**src/rtl/activation_stage_pkg.sv**
```systemverilog
// Shared widths and occupancy states for the activation stage
// and its output buffer.
package activation_stage_pkg;

   localparam int unsigned MAC_W = 21;
   localparam int unsigned ACT_W = 8;
   localparam logic [ACT_W-1:0] ACT_MAX = 8'd255;

   typedef enum logic [1:0] {
      OCC_EMPTY = 2'd0,
      OCC_ONE   = 2'd1,
      OCC_FULL  = 2'd2
   } occ_e;

   function automatic int unsigned idx_w(int unsigned n);
      return (n > 1) ? $clog2(n) : 1;
   endfunction

endpackage

```
**src/rtl/activation_stage_fifo.sv**
```systemverilog
// Two-entry first-in first-out buffer with an explicit occupancy FSM.
// Entries are discarded by reset or clr.
module act_fifo
   import activation_stage_pkg::*;
#(
   parameter int unsigned DW = 8
) (
   input  logic          clk,
   input  logic          rst_n,
   input  logic          clr,
   input  logic          push,
   input  logic          pop,
   input  logic [DW-1:0] wdata,
   output logic          not_full,
   output logic          not_empty,
   output logic [DW-1:0] rdata
);

   occ_e          state_q, state_d;
   logic          wr_q, wr_d;
   logic          rd_q, rd_d;
   logic [DW-1:0] mem_q [2];
   logic [DW-1:0] mem_d [2];
   logic          do_push;
   logic          do_pop;

   assign not_full  = (state_q != OCC_FULL);
   assign not_empty = (state_q != OCC_EMPTY);
   assign rdata     = mem_q[rd_q];
   assign do_push   = push && not_full;
   assign do_pop    = pop && not_empty;

   always_comb begin
      state_d = state_q;
      wr_d    = wr_q;
      rd_d    = rd_q;
      mem_d   = mem_q;
      if (clr) begin
         state_d = OCC_EMPTY;
         wr_d    = 1'b0;
         rd_d    = 1'b0;
      end else begin
         if (do_push) begin
            mem_d[wr_q] = wdata;
            wr_d        = ~wr_q;
         end
         if (do_pop) begin
            rd_d = ~rd_q;
         end
         unique case (state_q)
            OCC_EMPTY: if (do_push) state_d = OCC_ONE;
            OCC_ONE: begin
               if (do_push && !do_pop) state_d = OCC_FULL;
               if (do_pop && !do_push) state_d = OCC_EMPTY;
            end
            OCC_FULL: if (do_pop) state_d = OCC_ONE;
            default: state_d = OCC_EMPTY;
         endcase
      end
   end

   always_ff @(posedge clk or negedge rst_n) begin
      if (!rst_n) begin
         state_q  <= OCC_EMPTY;
         wr_q     <= 1'b0;
         rd_q     <= 1'b0;
         mem_q[0] <= '0;
         mem_q[1] <= '0;
      end else begin
         state_q  <= state_d;
         wr_q     <= wr_d;
         rd_q     <= rd_d;
         mem_q[0] <= mem_d[0];
         mem_q[1] <= mem_d[1];
      end
   end

endmodule

```
**src/rtl/activation_stage.sv**
```systemverilog
// ReLU + rounded rescale + saturation of MAC results, tagged with a
// wrapping neuron index and buffered for the next layer.
module activation_stage
   import activation_stage_pkg::*;
#(
   parameter int unsigned N_NEURONS = 4,
   parameter int unsigned SHIFT     = 7
) (
   input  logic                          clk,
   input  logic                          rst_n,
   input  logic                          clr,
   input  logic                          in_valid,
   output logic                          in_ready,
   input  logic [MAC_W-1:0]              mac_result,
   output logic                          out_valid,
   input  logic                          out_ready,
   output logic [ACT_W-1:0]              out_data,
   output logic [idx_w(N_NEURONS)-1:0]  out_index,
   output logic                          layer_done,
   output logic                          overflow
);

   localparam int unsigned IW = idx_w(N_NEURONS);
   localparam int unsigned DW = IW + ACT_W;
   localparam logic [IW-1:0] LAST = IW'(N_NEURONS - 1);
   localparam logic [MAC_W:0] ONE_W = 1;
   // Half an LSB of the rescaled result; zero when SHIFT is 0.
   localparam logic [MAC_W:0] RND = (ONE_W << SHIFT) >> 1;

   logic [IW-1:0]    idx_q, idx_d;
   logic             ovf_q, ovf_d;
   logic             done_q, done_d;
   logic             neg;
   logic [MAC_W:0]   sum;
   logic [MAC_W:0]   r;
   logic             sat;
   logic [ACT_W-1:0] act;
   logic             accept;
   logic             pop;
   logic [DW-1:0]    rdata;

   assign neg = mac_result[MAC_W-1];
   assign sum = {1'b0, mac_result} + RND;
   assign r   = sum >> SHIFT;
   assign sat = !neg && (r > (MAC_W+1)'(ACT_MAX));

   always_comb begin
      act = r[ACT_W-1:0];
      if (neg) act = '0;
      else if (sat) act = ACT_MAX;
   end

   assign accept = in_valid && in_ready;
   assign pop    = out_valid && out_ready;

   always_comb begin
      idx_d  = idx_q;
      ovf_d  = ovf_q;
      done_d = 1'b0;
      if (clr) begin
         idx_d = '0;
         ovf_d = 1'b0;
      end else begin
         if (accept) begin
            idx_d = (idx_q == LAST) ? '0 : idx_q + 1'b1;
            if (sat) ovf_d = 1'b1;
         end
         done_d = pop && (out_index == LAST);
      end
   end

   always_ff @(posedge clk or negedge rst_n) begin
      if (!rst_n) begin
         idx_q  <= '0;
         ovf_q  <= 1'b0;
         done_q <= 1'b0;
      end else begin
         idx_q  <= idx_d;
         ovf_q  <= ovf_d;
         done_q <= done_d;
      end
   end

   act_fifo #(
      .DW(DW)
   ) u_fifo (
      .clk      (clk),
      .rst_n    (rst_n),
      .clr      (clr),
      .push     (accept),
      .pop      (pop),
      .wdata    ({idx_q, act}),
      .not_full (in_ready),
      .not_empty(out_valid),
      .rdata    (rdata)
   );

   assign out_data   = rdata[ACT_W-1:0];
   assign out_index  = rdata[DW-1:ACT_W];
   assign layer_done = done_q;
   assign overflow   = ovf_q;

endmodule

```
**config.mk**
```make
export PLATFORM = sky130hd
export DESIGN_NAME = activation_stage
export DESIGN_NICKNAME = d
export VERILOG_FILES = /design/src/rtl/activation_stage_pkg.sv /design/src/rtl/activation_stage_fifo.sv /design/src/rtl/activation_stage.sv
export SDC_FILE = /design/constraint.sdc
export NUM_CORES = 1
export LEC_CHECK = 0
export CAP_MARGIN = 20
export CORE_MARGIN = 1
export CORE_UTILIZATION = 45
export CTS_CLUSTER_DIAMETER = 120
export CTS_CLUSTER_SIZE = 25
export DETAILED_ROUTE_END_ITERATION = 16
export GPL_ROUTABILITY_DRIVEN = 0
export PLACE_DENSITY = 0.84
export SYNTH_ARGS = -nofsm -noshare
export SYNTH_HDL_FRONTEND = slang
export SYNTH_HIERARCHICAL = 1
export SYNTH_SLANG_ARGS = --single-unit
```
**constraint.sdc**
```tcl
create_clock -name clk -period 2.7 [get_ports clk]
set_clock_uncertainty 0.1 [all_clocks]
set_input_delay 0.81 -clock clk [delete_from_list [all_inputs] [get_ports clk]]
set_output_delay 0.81 -clock clk [all_outputs]
set_load 0.005 [all_outputs]
```
==> key figures <==
Synthesis
  – Top-count cell post-synth: mux2_2
  – Post-synth EDFFs: 0
  – Post-synth top area share: 0.4647
  – Fraction of synthesized cell area in xor and xnor cells: 0.05228
  – Commonest cells in the netlist: 30 x mux2_2, 28 x dfrtp_1, 9 x a21oi_1
  – Compound-Gate Fraction of Synth Area: 0.06473
  – Top FF cell, synth: dfrtp_1
  – Sequential cell area fraction in the yosys report: 0.4647
  – Synth Area in Adders: 0.01660
  – Multiplexer share of the synthesized area: 0.2456
  – Ranking of synthesized cells by area: dfrtp_1 46%, mux2_2 22%, a21oi_1 3.0%
  – Simple-Gate Fraction of Synth Area: 0.1369
  – Post-Syn Area: approximately 1500 µm²
  – Synthesized netlist cell count: ~130
  – Synthesized area per cell: ~12 µm²
  – Largest family of logic cells by synthesized area: multiplexers
  – Syn Nets: ~150
  – Asr flop ratio synth: 1.000
  – Synth Warn #: 6
  – Netlist cell types: 33
  – Yosys top cell by area: dfrtp_1
  – Synth Register Bits: 28

Layout
  – Core Util, Final: 0.6440
  – Share of cells above drive strength 1: 0.3218
  – Nets@finish: 204
  – Post-route insts no fill: between 200 and 250
  – Finished Cell Area: a little over 2000 µm²
  – Area of the multi-input gates: 778.2 µm²
  – # fillers: around 250
  – Sequential cell area: around 700 µm²
  – Inserted Diodes: 0
  – Area Growth Syn to Fin: 33.61%

STA
  – Pins Over Slew Limit: 0
  – Rel. slew slack: 0.7475
  – Final setup fails: 0
  – Final Hold Fails: 0
  – Slew @ Worst Pin: about 0.38 ns
  – Fin Setup TNS: 0 ns
  – Worst Hold Slack: approximately 0.42 ns
  – Period Utilization, post-route: 0.9546
  – RSZ-0062 raised after global routing: false
  – Min Tclk post-route: between 2 and 3 ns
  – Max Freq: about 390 MHz

Detailed routing
  – DR DRC count: 0
  – Routed met2 length: between 1500 and 2000 µm
  – Final WL: 3120 µm
  – DR top layer: met4
  – Vias per std cell: ~5
  – Metal-1 WL: 1417 µm
  – Iter 0 DRT Violations: 39
  – WL met3: approximately 150 µm
  – Post-route ant nets: 0
  – Via Count: about 1100
  – Detailed-router iteration count before antenna repair: 4
  – Post-DR wirelength/cell: around 14 µm

Placed design
  – Placed cells: approximately 210
  – Placement Cell Area: between 1500 and 2000 µm²
  – Port bufs: 33
  – Hpwl dp: roughly 2400 µm

Worst setup path
  – Critical Path AT: around 1.7 ns
  – R2r endpoint: u_fifo/mem_q[17]$_DFFE_PN0P_
  – RR Startpoint: u_fifo/state_q[1]$_DFFE_PN0P_
  – FF-to-FF path depth: 8
  – R2r setup slk: 0.53 ns
  – CP max FO: 6
  – Worst Path Required: around 1.8 ns
  – Critical Path Source Type: register
  – Kind of critical path: register to output pin
  – CP Capture Type: output pin

CTS
  – Clock Latency Late Sink: 0.31 ns
  – Hold_buf cts: 0
  – H-tree levels: 1
  – Reg clk slew, reported paths: about 0.13 ns
  – CTS tree: yes
  – CTS Sinks: 28
  – Clk Tree Root Cell: clkbuf_4
  – Clock buffer depth: 2
  – TritonCTS buffer count: 3

Power
  – Leak: between 0.8 and 0.9 nW
  – Pwr dens: 567.8 nW/µm²
  – Max VDD drop: 0.0003670 V

GRT
  – Vias in the first global route: about 1200
  – GRT Resource Usage Total: 0.1948
  – GR Overflow Total: 0
  – Largest net degree at the start of global routing: 29
  – First-pass GRT wire length: roughly 5300 µm
  – Initial antenna violation count: 0

Hold path
  – WHS Endpoint: u_fifo/mem_q[2]$_DFFE_PN0P_
  – Tightest Hold Check Type: register to register
  – Worst hold start: u_fifo/mem_q[2]$_DFFE_PN0P_
  – Hold-critical path depth: 1

Floorplan
  – Die ar.: between 3000 and 4000 µm²
  – CORE AREA: 3128 µm²
  – Standard-cell rows: 20
  – Height of the chip: approximately 60 µm
  – Die width: between 50 and 60 µm
  – Starting Density: 0.4820
  – # IOs: 40

Status
  – Status: complete, no violations

Job
  – Max-cap violations: 0
how the worst max path moves through the flow:
stage / slack (ns) / cells past startpoint / start / to
after floorplan: 0.51 / 5 / in_valid / u_fifo/mem_q[10]$_DFFE_PN0P_
after global placement: 0.02 / 7 / mac_result[6] / u_fifo/mem_q[14]$_DFFE_PN0P_
after detailed placement: -0.08 / 6 / mac_result[19] / u_fifo/mem_q[13]$_DFFE_PN0P_
after CTS: 0.11 / 3 / u_fifo/rd_q$_DFFE_PN0P_ / out_data[3]
after global routing: 0.02 / 3 / u_fifo/state_q[0]$_DFFE_PN0P_ / in_ready
final: 0.12 / 3 / u_fifo/state_q[1]$_DFFE_PN0P_ / in_ready
routing by layer:
metal,GRT usage,vias up
met5,0,-
met4,0.04983,0
met3,0.01948,2
met2,0.3524,31
met1,0.2476,535
li1,-,541
kinds of logic after synthesis:
kind of cell,after synthesis
multiplexers,32
adder cells (fa/ha/maj),2
flip-flops,28
AND/OR/NAND/NOR,33
XOR/XNOR,9
AO/OA/AOI/OAI,15
buffers and inverters,7
layout by cell type, fill, tap and decap left out:
master           Yosys  routed
o21a_1               1       1
nand2b_1             2       2
nor4_4               1       1
nor2b_1              1       1
nand4_4              1       1
ha_1                 2       2
o41ai_2              1       1
mux2i_4              1       1
and3_1               1       1
or2_2                2       2
nor2_1               8       8
nand4b_1             1       1
a21oi_1              9       9
a2bb2oi_1            2       2
mux2_2              30      30
mux2i_1              1       1
a31oi_1              1       1
or3_1                1       1
and2_1               1       1
o21ai_0              1       1
inv_1                4       4
and4_4               1       1
dfrtp_1             28      28
xnor2_1              4       4
clkdlybuf4s50_1      0      33
nand3_1              4       4
nor3_1               1       1
nand2_1              6       6
xor2_1               5       5
buf_4                0      15
clkbuf_4             0       3
and2b_4              1       1
nor4_1               1       1
sequential cells by signal (all words and copies together) (netlist names):
signal,count
u_fifo/wr_q,1
idx_q,2
u_fifo/rd_q,1
u_fifo/state_q,2
u_fifo/mem_q,20
overflow,1
layer_done,1
final cells by class:
| type | instances | share of cell area |
|---|---|---|
| multi-input combinational | 91 | 0.3863 |
| inverter | 4 | 0.007453 |
| tap | 44 | 0.02733 |
| clock buffer | 3 | 0.01118 |
| timing repair buffer | 48 | 0.2199 |
| sequential | 28 | 0.3478 |
power breakdown:
part / switching [mW] / internal [mW]
Sequential: 0.0573 / 0.526
Combinational: 0.134 / 0.265
Clock: 0.109 / 0.0521
worst max-delay path, cell delays in order (launching register included):
cell and delay [ns]:
dfrtp_1 0.46, and2b_4 0.21, inv_1 0.15, clkdlybuf4s50_1 0.54
repair_timing:
action,in CTS,in global routing
setup buffers,1,0
resized for setup,0,0
setup endpoints to repair,4,0
endpoints found under the hold margin,0,0
per-stage QoR:
step	worst slack, ns	power [mW]
floorplan	0.5064	0.7866
global placement	0.01767	0.9676
detailed placement	-0.07871	0.9949
CTS	0.1073	1.158
global route	0.01755	1.218
finish	0.1226	1.144
(Power assumes the default switching activity.)
